$ cat config.mk
export PLATFORM = sky130hd
export DESIGN_NAME = ddr3_request_arbiter
export DESIGN_NICKNAME = d
export VERILOG_FILES = /design/src/rtl/ddr3_request_arbiter.sv
export SDC_FILE = /design/constraint.sdc
export NUM_CORES = 1
export LEC_CHECK = 0
export ABC_CLOCK_PERIOD_IN_PS = 3500
export CORE_ASPECT_RATIO = 0.9
export CORE_UTILIZATION = 30
export CTS_CLUSTER_DIAMETER = 50
export CTS_CLUSTER_SIZE = 8
export DETAILED_ROUTE_END_ITERATION = 6
export PLACE_DENSITY_LB_ADDON = 0.25
export SLEW_MARGIN = 40
export SYNTH_ARGS = -nofsm -noshare
export SYNTH_HDL_FRONTEND = slang
export SYNTH_SLANG_ARGS = --single-unit
$ cat constraint.sdc
create_clock -name clk -period 3.5 [get_ports clk]
set_input_delay 1.05 -clock clk [delete_from_list [all_inputs] [get_ports clk]]
set_output_delay 1.05 -clock clk [all_outputs]
set_load 0.1 [all_outputs]
$ cat src/rtl/ddr3_request_arbiter.sv
// Round-robin arbiter and single-command sequencer in front of the DDR3 controller user port.
// One command in flight at a time; read data or a timeout error is routed back to the owner.
//
// state     | meaning
// S_IDLE    | waiting for any req_valid; grants and latches one request combinationally
// S_ISSUE   | presenting the latched command until mem_ready
// S_WAIT_RD | waiting for read data, counting towards READ_TIMEOUT
module ddr3_request_arbiter #(
    parameter int NUM_REQUESTERS        = 4,
    parameter int ADDRESS_BITWIDTH      = 15,
    parameter int BANK_ADDRESS_BITWIDTH = 3,
    parameter int DQ_BITWIDTH           = 16,
    parameter int READ_TIMEOUT          = 255
) (
    input  logic                                                              clk,
    input  logic                                                              resetn,
    input  logic [NUM_REQUESTERS-1:0]                                         req_valid,
    input  logic [NUM_REQUESTERS-1:0]                                         req_write,
    input  logic [NUM_REQUESTERS*(BANK_ADDRESS_BITWIDTH+ADDRESS_BITWIDTH)-1:0] req_address,
    input  logic [NUM_REQUESTERS*DQ_BITWIDTH-1:0]                             req_wdata,
    output logic [NUM_REQUESTERS-1:0]                                         req_ready,
    output logic [NUM_REQUESTERS-1:0]                                         rsp_valid,
    output logic [DQ_BITWIDTH-1:0]                                            rsp_data,
    output logic                                                              rsp_error,
    output logic                                                              busy,
    output logic                                                              mem_write_enable,
    output logic                                                              mem_read_enable,
    output logic [BANK_ADDRESS_BITWIDTH+ADDRESS_BITWIDTH-1:0]                 mem_address,
    output logic [DQ_BITWIDTH-1:0]                                            mem_wdata,
    input  logic                                                              mem_ready,
    input  logic [DQ_BITWIDTH-1:0]                                            mem_rdata,
    input  logic                                                              mem_rdata_valid
);

    localparam int N  = NUM_REQUESTERS;
    localparam int AW = BANK_ADDRESS_BITWIDTH + ADDRESS_BITWIDTH;
    localparam int DW = DQ_BITWIDTH;
    localparam int PW = (N > 1) ? $clog2(N) : 1;
    localparam int CW = 16;

    typedef enum logic [1:0] {
        S_IDLE    = 2'd0,
        S_ISSUE   = 2'd1,
        S_WAIT_RD = 2'd2
    } state_t;

    state_t        state;
    state_t        state_nxt;
    logic [PW-1:0] rr_ptr;
    logic [PW-1:0] owner;
    logic [PW-1:0] grant_idx;
    logic [PW-1:0] cand;
    logic          grant_found;
    logic          accept;
    logic          is_write;
    logic [CW-1:0] rd_cnt;
    logic          rd_tmo;

    // Search upward from the requester after the last winner, wrapping; last probe is rr_ptr itself.
    always_comb begin
        grant_found = 1'b0;
        grant_idx   = '0;
        cand        = '0;
        for (int i = 1; i <= N; i++) begin
            cand = PW'((int'(rr_ptr) + i) % N);
            if (!grant_found && req_valid[cand]) begin
                grant_found = 1'b1;
                grant_idx   = cand;
            end
        end
    end

    assign accept = (state == S_IDLE) && grant_found;
    assign rd_tmo = (rd_cnt == CW'(READ_TIMEOUT));

    always_ff @(posedge clk or negedge resetn) begin
        if (!resetn) begin
            state <= S_IDLE;
        end else begin
            state <= state_nxt;
        end
    end

    always_comb begin
        state_nxt = state;
        case (state)
            S_IDLE: begin
                if (grant_found) state_nxt = S_ISSUE;
            end
            S_ISSUE: begin
                if (mem_ready) state_nxt = is_write ? S_IDLE : S_WAIT_RD;
            end
            S_WAIT_RD: begin
                if (mem_rdata_valid || rd_tmo) state_nxt = S_IDLE;
            end
            default: state_nxt = S_IDLE;
        endcase
    end

    always_comb begin
        req_ready        = '0;
        mem_write_enable = 1'b0;
        mem_read_enable  = 1'b0;
        case (state)
            S_IDLE: begin
                if (grant_found) req_ready[grant_idx] = 1'b1;
            end
            S_ISSUE: begin
                mem_write_enable = is_write;
                mem_read_enable  = !is_write;
            end
            default: ;
        endcase
    end

    assign busy = (state != S_IDLE);

    always_ff @(posedge clk or negedge resetn) begin
        if (!resetn) begin
            rr_ptr      <= PW'(N - 1);
            owner       <= '0;
            is_write    <= 1'b0;
            mem_address <= '0;
            mem_wdata   <= '0;
            rd_cnt      <= '0;
            rsp_valid   <= '0;
            rsp_data    <= '0;
            rsp_error   <= 1'b0;
        end else begin
            rsp_valid <= '0;
            if (accept) begin
                owner       <= grant_idx;
                is_write    <= req_write[grant_idx];
                mem_address <= req_address[int'(grant_idx)*AW +: AW];
                mem_wdata   <= req_wdata[int'(grant_idx)*DW +: DW];
                rr_ptr      <= grant_idx;
            end
            if (state == S_ISSUE && mem_ready) begin
                rd_cnt <= '0;
            end else if (state == S_WAIT_RD) begin
                rd_cnt <= rd_cnt + CW'(1);
            end
            // Data returning on the timeout cycle still counts as a good read.
            if (state == S_WAIT_RD) begin
                if (mem_rdata_valid) begin
                    rsp_valid <= N'(1) << owner;
                    rsp_data  <= mem_rdata;
                    rsp_error <= 1'b0;
                end else if (rd_tmo) begin
                    rsp_valid <= N'(1) << owner;
                    rsp_data  <= '0;
                    rsp_error <= 1'b1;
                end
            end
        end
    end

endmodule
==> results of run 1 <==
==> state kept, by name, indices dropped and copies added (netlist names), 2 cells and up <==
name,count
rd_cnt,16
rr_ptr,2
rsp_valid,4
mem_wdata,16
rsp_data,16
mem_address,18
state,2
owner,2
==> cell families (layout without fill, tap and decap cells) <==
kind of cell	Yosys count	in the layout	share of synthesized area
buffers and inverters	49	269	0.0620
flip-flops	78	78	0.407
AND/OR/NAND/NOR	174	174	0.209
multiplexers	74	74	0.154
adder cells (fa/ha/maj)	1	1	0.00260
AO/OA/AOI/OAI	85	85	0.162
XOR/XNOR	2	2	0.00365
==> routing by layer <==
layer | routed length (um) | up-vias | track usage
li1 | - | 2129 | -
met1 | 6100 | 2134 | 0.205
met2 | 7140 | 176 | 0.315
met3 | 1090 | 18 | 0.0595
met4 | 199 | 0 | 0.0520
met5 | 0 | - | 0
==> layout make-up <==
class                      instances  area [um^2]  area share
timing repair buffer             243         2310       0.310
tap                              202          253      0.0339
clock buffer                      12          246      0.0330
multi-input combinational        336         2630       0.353
inverter                          10         37.5     0.00503
sequential                        78         1950       0.262
clock inverter                     4         25.0     0.00335
==> where the power goes <==
part | internal (uW) | total [uW] | switching (uW)
registers | 1270 | 1500 | 229
clock network | 498 | 872 | 374
logic | 1460 | 5220 | 3760
total | 3220 | 7590 | 4370
==> path summary, 6_finish.rpt <==
check | start | end | slack (ps) | cells past startpoint
hold reg to reg | owner[1] | rsp_valid[1] | 470 | 1
max in group asynchronous | resetn | rsp_error | 2260 | 1
setup reg to reg | rr_ptr[1] | mem_wdata[8] | 1130 | 8
hold / removal | owner[1] | rsp_valid[1] | 470 | 1
min in group asynchronous | resetn | rd_cnt[15] | 750 | 1
setup / recovery | req_valid[0] | req_ready[3] | 60 | 7
==> cells in the final DEF, fill, tap and decap left out, types with 3 or more instances in the layout <==
cell type        synthesis  layout
nor3_1                   9       7
a22o_1                  18      18
inv_1                   10      10
and2_1                   3       3
mux2i_1                 74      74
clkbuf_16                0       9
nor3b_1                 69      69
o211ai_1                 9       9
dfrtp_1                 76      76
buf_4                    2      73
o21ai_0                 10       9
nand2_1                 52      51
o211ai_2                28      28
nand4_1                  3       3
a21oi_1                  5       5
clkdlybuf4s50_1          0     158
nand3_1                 13      12
nor2_1                  12      10
buf_12                   0       7
==> worst reg2reg max path, delay by kind of cell (launching register included) <==
| kind | cells | cell delay, ps |
|---|---|---|
| muxes | 2 | 520 |
| AOI/OAI and AO/OA | 3 | 460 |
| DFF | 1 | 610 |
| buffers and inverters | 3 | 650 |
==> metrics by stage <==
stage / cells / hold slack (ps) / util / instance area, um^2 / setup TNS (ps)
6_report: 885 / 466 / 0.480 / 7460 / 0
5_1_grt: 885 / 499 / 0.480 / 7460 / 0
4_1_cts: 885 / 471 / 0.480 / 7460 / 0
3_5_place_dp: 869 / 462 / 0.462 / 7190 / -878
3_3_place_gp: 869 / 453 / 0.462 / 7180 / -797
2_1_floorplan: 463 / 433 / - / 4880 / -190
==> what timing repair did <==
| action | 4_1_cts | 5_1_grt |
|---|---|---|
| resized for setup | 8 | 3 |
| endpoints found under the setup margin | 4 | 1 |
| endpoints found under the hold margin | 0 | 0 |
| gates cloned | 0 | 0 |
| pin swaps | 2 | 1 |
==> reports/qor.yml, run 1 <==
yosysSeqAreaShare: 0.407
row_count: 43
cpPeakStageDelay_ps: 310
drive_gt1_frac: 0.208
slew-limit-headroom: 0.469
p_leak_uw: 0.00327
worst_slew_pin_slew_ps: 797
grt_usage: 0.179
crit_type: "primary input to output pin"
diodes: 0
async_reset_ff_frac: 1.00
syn_nets: 628
cp_top_family: "buffers and inverters"
status: "completed"
fin_crit_sh: 0.983
finalSetupViolCount: 0
grt_pass1_vias: 4547
postCtsSetupBuffers: 0
synth.most_common_cell: "dfrtp_1"
hold_viol: 0
antenna_found_initial: 0
cts_tree: "done"
synthCells: 463
clock-root-buffer: "clkbuf_16"
die_x_um: 135
drt-initial-drc-count: 245
synthTopCellsByArea: "dfrtp_1 (40%), mux2i_1 (15%), nor3b_1 (11%)"
htree_num_levels: 3
drc: 0
critPathMaxFanout: 4
ios: 226
cts_sinks: 78
period_needed_ps: 3440
ys.flop_type: "dfrtp_1"
ant_nets: 0
final-max-slew-violation-count: 0
avgViaCountPerCell: 5.04
dp_slack_ps: -268
rsz0062_at_grt: "no"
fp.dieH_um: 122
maxCapViolCount: 0
initial_core_util: 0.309
hold_path_class: "flop to flop"
slowest_stage: "a311o_1"
wl_um: 14500
wire_per_inst_um: 16.4
vias: 4457
area_growth_pct: 55.4
hold_buffers: 0
startpoint_type: "primary input"
netlist_area_um2: 4800
critPathCaptureType: "output pin"
synth_area_leader_cell: "dfrtp_1"
synth_commonest_cells: "dfrtp_1 (76), mux2i_1 (74), nor3b_1 (69)"
coreArea_um2: 15500
p_per_area_nw_per_um2: 1020
finClkSkew_ps: 6.07
fmax_mhz: 291
dr.pass1.iters: 4
grt_first_pass_wirelength_um: 22800
synth_cell_types: 45
worst_ep_arrival_time_ps: 2390
avgSynthCellArea_um2: 10.4
hpwl_um: 10400
dieArea_um2: 16500
setup_ws_ps: 61.2
synth_edf_count: 0
timing.critical_path.buf_inv: 3
grt_overflow: 0
port_buffers: 225
critPathRequiredTime_ps: 2450
clock_path_buffers: 2
grt_max_degree: 79
worst_ir_drop_vdd_v: 0.000705
clock_latency_ps: 340
clk_pin_slew_ps: 60
place_congestion: 0.821
synth-seq-cells: 78
nets: 843
nFillCells: 1408
synth_top_area_frac: 0.396
synth_warnings: 0
worstPathCellList: "dlygate4sd2_1, nand2_2, o21ai_4, a311o_1, buf_4, nor3_4, buf_12"
cts_buffers: 9
total_power_uw: 7590
(Power assumes the default switching activity.)
==> inputs of run 2 (changes only) <==
- CAP_MARGIN: unset -> 20
- CTS_CLUSTER_DIAMETER: 50 -> 200
==> results of run 2 <==
The final DEF is identical to that of run 1; final timing and power are the same.
==> inputs of run 3 (changes only) <==
- ABC_AREA: unset -> 1
==> reports/qor.yml, run 3 <==
status: "completed"
grt_pass1_vias: 5029
cts_sinks: 78
hpwl_um: 11400
die_x_um: 134
wl_um: 15900
r2r_cells: 14
min_to: "rsp_valid[1]"
dpl_cell_area_um2: 7140
final_cell_mix: "nand2_1 (283), clkdlybuf4s50_1 (158), nand3_1 (119), buf_4 (80), dfrtp_1 (76)"
avgViaCountPerCell: 4.70
r2r-end: "mem_address[16]"
synth_cell_types: 35
cp_common_cell: "nand2_4"
slowest_stage: "buf_12"
fp.dieH_um: 121
grt_first_pass_wirelength_um: 25500
maxCapViolCount: 0
hold_buffers: 0
htree_num_levels: 3
clock-root-buffer: "clkbuf_16"
diodes: 0
crit_type: "primary input to output pin"
synth_area_leader_cell: "dfrtp_1"
r2r_setup_slack_ps: 840
vias: 5142
slew-limit-headroom: 0.466
dr.pass1.iters: 4
critPathRequiredTime_ps: 2450
synthCells: 666
syn_nets: 831
critPathMaxFanout: 4
layout_commonest_cell: "nand2_1"
worst_ep_arrival_time_ps: 2330
rsz0062_at_grt: "no"
async_reset_ff_frac: 1.00
startpoint_type: "primary input"
avgSynthCellArea_um2: 7.04
grt_overflow: 0
ys.flop_type: "dfrtp_1"
postLayoutCoreUtil: 0.503
cts_tree: "done"
synth_commonest_cells: "nand2_1 (297), nand3_1 (121), dfrtp_1 (76)"
finClkSkew_ps: 8.83
synth_top_area_frac: 0.406
worstPathCellList: "buf_2, nand2_4, nand2_4, nand2_4, nand2_4, o21bai_1, nand2_1, nand2_4, nand2_8, buf_4, nor2_4, buf_12"
netlist_area_um2: 4690
synth.most_common_cell: "nand2_1"
place_congestion: 0.831
period_needed_ps: 3380
wire_per_inst_um: 14.5
drc: 0
clock_latency_ps: 340
critPathCaptureType: "output pin"
fmax_mhz: 296
hp-start: "owner[1]"
clock_path_buffers: 2
area_growth_pct: 60.8
clk_pin_slew_ps: 60
largest_register_ffs: 18
worstHoldPathCells: 1
drive_gt1_frac: 0.170
port_buffers: 225
antenna_found_initial: 0
largest-register: "mem_address"
yosysSeqAreaShare: 0.417
hold_viol: 0
cts_buffers: 9
final-max-slew-violation-count: 0
r2r-start: "rr_ptr[0]"
ios: 226
synthTopCellsByArea: "dfrtp_1 (41%), nand2_1 (24%), nand3_1 (13%)"
finalSetupViolCount: 0
synth-seq-cells: 78
fin_crit_sh: 0.967
synth_edf_count: 0
drt-initial-drc-count: 231
synth_warnings: 0
coreArea_um2: 15000
grt_max_degree: 79
hold_path_class: "flop to flop"
dieArea_um2: 16100
ant_nets: 0
final_area_um2: 7540
initial_core_util: 0.313
row_count: 42
cpPeakStageDelay_ps: 180
grt_usage: 0.204
worst_slew_pin_slew_ps: 801
nets: 1055
run 3: cell types whose count changed in the layout (fill, tap and decap cells not counted), sizes merged, moves of 4 or more:
cell and change:
inv +24, buf +9, nor4 +4, nand2 +255, nand2b -4, nor2 +5
nor3b -70, nand3 +108, o211ai -37, mux2i -73, o21ai +7
run 3: how the worst max path moves through the flow:
stage / startpoint / endpoint / slack [ps] / cells after the start
global placement: req_valid[3] / req_ready[3] / -390 / 12
finish: req_valid[1] / req_ready[2] / 120 / 12
CTS: req_valid[3] / req_ready[2] / 9 / 11
floorplan: req_valid[1] / req_ready[0] / -240 / 10
global route: rr_ptr[0] / req_ready[2] / 0.8 / 12
detailed placement: req_valid[2] / req_ready[3] / -430 / 12
run 3: worst max-delay path: cells and delay by family:
family	cells	cell delay, ps
AND/OR/NAND/NOR	8	680
buffers and inverters	3	450
AO/OA/AOI/OAI	1	150
run 3: per-stage QoR:
stage / setup TNS (ps) / hold slack, ps / worst slack [ps] / cells
floorplan: -494 / 432 / -236 / 666
global placement: -1310 / 449 / -386 / 1073
detailed placement: -1460 / 451 / -427 / 1073
CTS: 0 / 461 / 9.21 / 1090
global route: 0 / 483 / 0.803 / 1093
finish: 0 / 459 / 117 / 1093
run 3: what timing repair did:
| action | CTS | global route |
|---|---|---|
| buffers inserted | 1 | 3 |
| gates resized for setup | 20 | 8 |
| pin swaps | 9 | 9 |
| cloned | 0 | 0 |
| setup endpoints to repair | 4 | 4 |
run 3: cell families (layout without fill, tap and decap cells):
logic type                 after synthesis  in the layout  share of synthesized area
adders and majority gates                1              1                    0.00267
and+or+nand+nor                        467            467                      0.433
DFF                                     78             78                      0.417
buffers and inverters                   70            299                     0.0753
muxes                                    1              1                    0.00214
AOI/OAI and AO/OA                       49             49                     0.0699
run 3: area by class of cell:
class	count	area, um^2
multi-input cells	518	2530
fillers	1487	7440
flip-flops and latches	78	1960
repair buffers	249	2350
clock inverters	5	82.6
clock buffers	11	243
inverters	34	130
well taps	198	248
run 3: routing by layer:
metal / vias up / part of all wire / GRT usage
li1: 2620 / - / -
met1: 2323 / 0.43 / 0.250
met2: 183 / 0.48 / 0.339
met3: 16 / 0.077 / 0.0637
met4: 0 / 0.017 / 0.0689
met5: - / 0 / 0
Power of run 3 is left out: the tool's default activity adds up to more than one toggle a clock period on the data nets, which glitch-free logic cannot reach.
